[src/rtl/key_debounce.sv]
// Multi-key debouncer: two-flop synchronizer, shared sample-tick prescaler and
// per-key stability filter producing a clean level plus press/release pulses.
module key_debounce #(
  parameter int N_KEYS         = 3,
  parameter int TICK_DIV       = 50000,
  parameter int DEBOUNCE_TICKS = 20,
  parameter bit KEY_ACTIVE_LOW = 1'b1
) (
  input  logic              clk,
  input  logic              rst_n,
  input  logic [N_KEYS-1:0] key_raw,
  output logic [N_KEYS-1:0] key_level,
  output logic [N_KEYS-1:0] key_down,
  output logic [N_KEYS-1:0] key_up
);

  localparam int CW = $clog2(DEBOUNCE_TICKS + 1);
  localparam int PW = (TICK_DIV > 1) ? $clog2(TICK_DIV) : 1;
  localparam logic [PW-1:0] DIV_LAST = PW'(TICK_DIV - 1);
  localparam logic [CW-1:0] CNT_LAST = CW'(DEBOUNCE_TICKS - 1);
  localparam logic [N_KEYS-1:0] RELEASED = {N_KEYS{KEY_ACTIVE_LOW}};

  logic [N_KEYS-1:0] sync1_q, sync2_q;
  logic [N_KEYS-1:0] s;
  logic [PW-1:0]     div_q, div_d;
  logic              tick;

  logic [N_KEYS-1:0][CW-1:0] cnt_q, cnt_d;
  logic [N_KEYS-1:0]         level_q, level_d;
  logic [N_KEYS-1:0]         down_q, down_d;
  logic [N_KEYS-1:0]         up_q, up_d;

  // Synchronizer resets to the released polarity so reset release never looks like a press.
  always_ff @(posedge clk or negedge rst_n) begin
    if (!rst_n) begin
      sync1_q <= RELEASED;
      sync2_q <= RELEASED;
    end else begin
      sync1_q <= key_raw;
      sync2_q <= sync1_q;
    end
  end

  assign s     = KEY_ACTIVE_LOW ? ~sync2_q : sync2_q;
  assign tick  = (div_q == DIV_LAST);
  assign div_d = tick ? '0 : div_q + 1'b1;

  always_ff @(posedge clk or negedge rst_n) begin
    if (!rst_n) begin
      div_q <= '0;
    end else begin
      div_q <= div_d;
    end
  end

  // A nonzero count means a change is pending; any tick that sees the old level aborts it.
  always_comb begin
    level_d = level_q;
    down_d  = '0;
    up_d    = '0;
    cnt_d   = cnt_q;
    for (int i = 0; i < N_KEYS; i++) begin
      if (tick) begin
        if (s[i] == level_q[i]) begin
          cnt_d[i] = '0;
        end else if (cnt_q[i] == CNT_LAST) begin
          cnt_d[i]   = '0;
          level_d[i] = s[i];
          down_d[i]  = s[i];
          up_d[i]    = ~s[i];
        end else begin
          cnt_d[i] = cnt_q[i] + 1'b1;
        end
      end
    end
  end

  always_ff @(posedge clk or negedge rst_n) begin
    if (!rst_n) begin
      cnt_q   <= '0;
      level_q <= '0;
      down_q  <= '0;
      up_q    <= '0;
    end else begin
      cnt_q   <= cnt_d;
      level_q <= level_d;
      down_q  <= down_d;
      up_q    <= up_d;
    end
  end

  assign key_level = level_q;
  assign key_down  = down_q;
  assign key_up    = up_q;

endmodule

[config.mk]
export PLATFORM = sky130hd
export DESIGN_NAME = key_debounce
export DESIGN_NICKNAME = d
export VERILOG_FILES = /design/src/rtl/key_debounce.sv
export SDC_FILE = /design/constraint.sdc
export NUM_CORES = 1
export LEC_CHECK = 0
export CAP_MARGIN = 25
export CORE_MARGIN = 5
export CORE_UTILIZATION = 40
export CTS_CLUSTER_SIZE = 24
export DETAILED_ROUTE_END_ITERATION = 10
export HOLD_SLACK_MARGIN = 0.06
export PLACE_DENSITY = 0.67
export SLEW_MARGIN = 30
export SYNTH_ARGS = -nofsm -noshare
export SYNTH_HDL_FRONTEND = slang
export SYNTH_SLANG_ARGS = --single-unit
[constraint.sdc]
create_clock -name clk -period 3.3 [get_ports clk]
set_input_delay 0.495 -clock clk [delete_from_list [all_inputs] [get_ports clk]]
set_output_delay 0.495 -clock clk [all_outputs]
set_load 0.03 [all_outputs]
### After elaboration in Yosys (flattened, before gate mapping)

Index checks and enable logic that the tools add are counted.

* register bits after elaboration: 46
* bits in latches: 0
* memory bits (writable): 0
* ROM bits: 0
* logic and storage cells: 57
* memories kept: 0

* add/sub/neg operators: 4
* $mul: 0
* div/mod/pow operators: 0
* order comparisons: 0
* equal/unequal tests: 7
* shifts and indexed selects: 0
* multiplexer cells: 25
* bitwise logic cells: 7
* reductions and logical operators: 3

Operator list (count)
* two-way mux 5 bit: 6
* two-way mux 1 bit: 18
* adder 16 x 1 -> 16 bit (second input constant): 1
* equality test 16 bit (second input constant): 1
* two-way mux 16 bit: 1
* adder 5 x 1 -> 5 bit (second input constant): 3
* equality test 5 bit (second input constant): 3
* AND reduction 3 bit: 3
* NOT 1 bit: 6
* equality test 1 bit: 3
* NOT 3 bit: 1

### Logic depth before layout (Yosys ltp)

* word-level depth: 5
* gate-level depth with buffers: 6

### Worst setup path after synthesis

No wires, ideal clock.

* path type: register to register
* from: register div_q[4]
* to: register cnt_q[13] (netlist name)
* setup time: 0.092 ns
* arrival: 2.010 ns
* slack: 1.199 ns
* cell stages (with the launch flop): 5
* buffers on the path: 0
* period minus slack after synthesis: 2.101 ns
* cell sequence: dfrtp_1 -> or4b_1 -> or4_1 -> or3_4 -> o31ai_2

* longest elaborated chain between the ends: 1

Ends and longest elaborated chain
* from (decl): line 25 `logic [PW-1:0] div_q, div_d;`
* from (signal assigned): line 52 `div_q <= div_d;`
* equality test 16 bit: line 45 `assign tick = (div_q == DIV_LAST);`
* to (signal assigned): line 85 `cnt_q <= cnt_d;`
* to (decl): line 28 `logic [N_KEYS-1:0][CW-1:0] cnt_q, cnt_d;`

No other way between the ends.
A chain may end at the register's enable or synchronous reset.

### Final worst setup path

Same ends and word-level chain as after synthesis.

==> results by group <==
Logic synthesis
  – Synthesized net count: around 200
  – Synth async-reset ratio: between 90% and 100%
  – Synth warn: 0
  – Sequential share of the synthesized area: roughly 56%
  – Dominant cells by area after synthesis: dfrtp_1 48%, dfstp_2 7.6%, nand2_1 4.4%
  – Primary FF master, synth: dfrtp_1
  – Synthesized area: just over 0.002 mm^2
  – Mapped Cells: slightly below 200
  – Post-synth top area cell: dfrtp_1
  – EDFF count, synth: 0
  – Yosys reg bits: 46
  – Distinct cells, synth: 37
  – Syn avg cell area: about 11 um^2
  – Yosys top cell area share: approximately half

Clock network
  – CTS Hold Bufs: 0
  – Worst-path clk slew: 0.08 ns
  – Max clock buf depth: 2
  – Clock root buffer: clkbuf_8
  – Worst-skew pair later-pin latency: just under 0.3 ns
  – Post-CTS setup buffers: 0
  – CTS resizes: 0
  – CTS H-tree lvls: 2
  – CTS tree: built
  – Num CTS Buffers: 5
  – Sink Count: 46

STA
  – Final worst-path cycle share: between 70 and 80%
  – RSZ-0062 raised after global routing: no
  – Final hold violation count: 0
  – Setup TNS: 0 ns
  – Worst-Margin Slew: approximately 0.56 ns
  – Max Clk Rate: roughly 420 MHz
  – Count of final max-slew check failures: 0
  – Rel. slew slack: a little over three fifths
  – Final setup viols: 0
  – Final Skew: roughly 0.0041 ns
  – Final worst path period need: between 2 and 2.5 ns

Detailed routing
  – Vias: approximately 1400
  – Pre-Repair DR Iteration Count: 4
  – Vias per cell: between 4 and 5
  – Starting DRT DRC Count: 61
  – Routed len/inst: approximately 12 um
  – Final WL: roughly 3400 um
  – DRC violation count after routing: 0
  – Routed Antenna Nets: 0

Cells and area
  – FF/Latch Area: between 0.001 and 0.0015 mm^2
  – Fin nets: ~230
  – Ratio of cells with drive above 1 in the final layout: about a tenth
  – Area Overhead vs Synth: 15.3%
  – Layout Utilization: a little under half
  – Multi-input logic area: roughly 900 um^2
  – Antenna diode count: 0
  – Fill count: 506

Global route
  – Pin count of the biggest net entering global routing: 47
  – First-pass GRT wire length: between 6000 and 7000 um
  – Vias in the first global route: between 1000 and 1500
  – Initial antenna violation count: 0
  – Grt ovf: 0
  – GRT Util Overall: between 10% and 20%

Setup path
  – Worst Setup End Kind: register
  – Critical path arrival: ~2.6 ns
  – Worst path slowest cell: or4b_1
  – CP max stage delay: slightly below 0.6 ns
  – Max FO, Critical Path: 21
  – CP required: roughly 3.5 ns
  – Worst Setup Path Type: register to register
  – CP bufs+invs: 1
  – CP cell instances: or4b_1 -> or4_1 -> buf_4 -> or3_4 -> o31ai_2
  – CP Launch Type: register
  – CP top delay family: simple AND/OR/NAND/NOR gates

Run
  – Max cap viols: 0

Floorplanning
  – Die area: between 0.006 and 0.007 mm^2
  – Std cell rows: 26
  – Initial Util: between 40% and 50%
  – Ports: 14
  – Core area: 0.00507 mm^2
  – Die Y-Extent: 82.0 um
  – Horiz. Die Dim: between 80 and 90 um

Worst hold path
  – Hold Crit Class: input port to async pin

Power
  – Max rail drop VDD: ~0.27 mV
  – P_leak: 1.01 nW
  – PwrDens: slightly below 400 mW/mm^2

Placed design
  – Sum of net half-perimeters after detailed placement: between 2000 and 2500 um
  – Final GP Congestion: ~0.8
  – Port buffer count: 13

Status
  – Status: finished, final reports clean
-- worst paths after layout --
kind                            start          to  slack [ns]  cells past startpoint
max in group asynchronous       rst_n  sync2_q[1]        2.72                      1
min reg2reg                sync1_q[2]  sync2_q[2]        0.36                      0
min                             rst_n   div_q[11]        0.19                      1
min in group clk           sync1_q[2]  sync2_q[2]        0.36                      0
max reg2reg                  div_q[4]   cnt_q[13]        0.94                      5
max                          div_q[4]   cnt_q[13]        0.94                      5
-- per-layer routing --
layer / up-vias / track usage, % / wire (um)
li1: 721 / - / -
met1: 668 / 15.9 / 1630
met2: 15 / 19.3 / 1600
met3: 7 / 2.96 / 85
met4: 0 / 4.98 / 64
met5: - / 0 / 0
-- synth_stat cells, types with 3 or more instances --
cell type / instances
nand3_1: 16
xnor2_1: 8
nand3b_1: 4
xor2_1: 8
dfrtp_1: 40
nand2b_1: 4
dfstp_2: 6
inv_1: 5
o21ai_0: 8
ha_1: 4
nand4_1: 4
o21ai_1: 7
mux2i_1: 3
nor3_1: 6
nor2_1: 18
nand2_1: 24
-- state kept, by name, summed over array words and instances, names as in the netlist --
register	count
key_level	3
key_up	3
cnt_q	15
key_down	3
sync2_q	3
sync1_q	3
div_q	16
-- layout make-up --
cell class | instances | area share, %
well taps | 70 | 3.67
multi-input cells | 142 | 36.9
flip-flops and latches | 46 | 48.5
clock buffers | 7 | 3.62
repair buffers | 16 | 6.29
inverters | 5 | 0.786
clock inverters | 1 | 0.210
-- through the flow --
step	cell area, um^2	hold slack, ns	std cells	power (mW)	setup slack, ns
3_3_place_gp	2290	0.346	279	0.605	1.00
2_1_floorplan	2070	0.199	196	0.588	1.20
6_report	2390	0.188	287	0.940	0.939
3_5_place_dp	2300	0.347	279	0.606	0.961
5_1_grt	2390	0.233	287	0.990	0.849
4_1_cts	2390	0.209	287	0.961	0.933
-- cells by family after synthesis --
| logic type | count (synthesis) | synth area share, % |
|---|---|---|
| flops | 46 | 56.0 |
| buf+inv | 8 | 1.51 |
| fa+ha+maj | 4 | 2.42 |
| simple gates | 96 | 25.1 |
| compound gates | 22 | 6.28 |
| xor+xnor | 16 | 6.77 |
| mux | 4 | 1.99 |
-- power by group --
group / total (mW) / internal [mW] / leakage, nW / switching [mW]
clock network: 0.346 / 0.169 / 0.0482 / 0.177
logic: 0.0205 / 0.00617 / 0.352 / 0.0144
registers: 0.573 / 0.570 / 0.608 / 0.00290
-- placed cells by master, fill, tap and decap left out, types with 5 or more instances in the layout --
cell type,netlist,layout
clkbuf_8,0,6
clkdlybuf4s50_1,0,12
dfrtp_1,40,40
dfstp_2,6,6
inv_1,5,5
nand2_1,24,24
nand3_1,16,16
nor2_1,18,18
nor3_1,6,6
o21ai_0,8,8
o21ai_1,7,7
xnor2_1,8,8
xor2_1,8,8
Power figures use the tool's default switching activity.
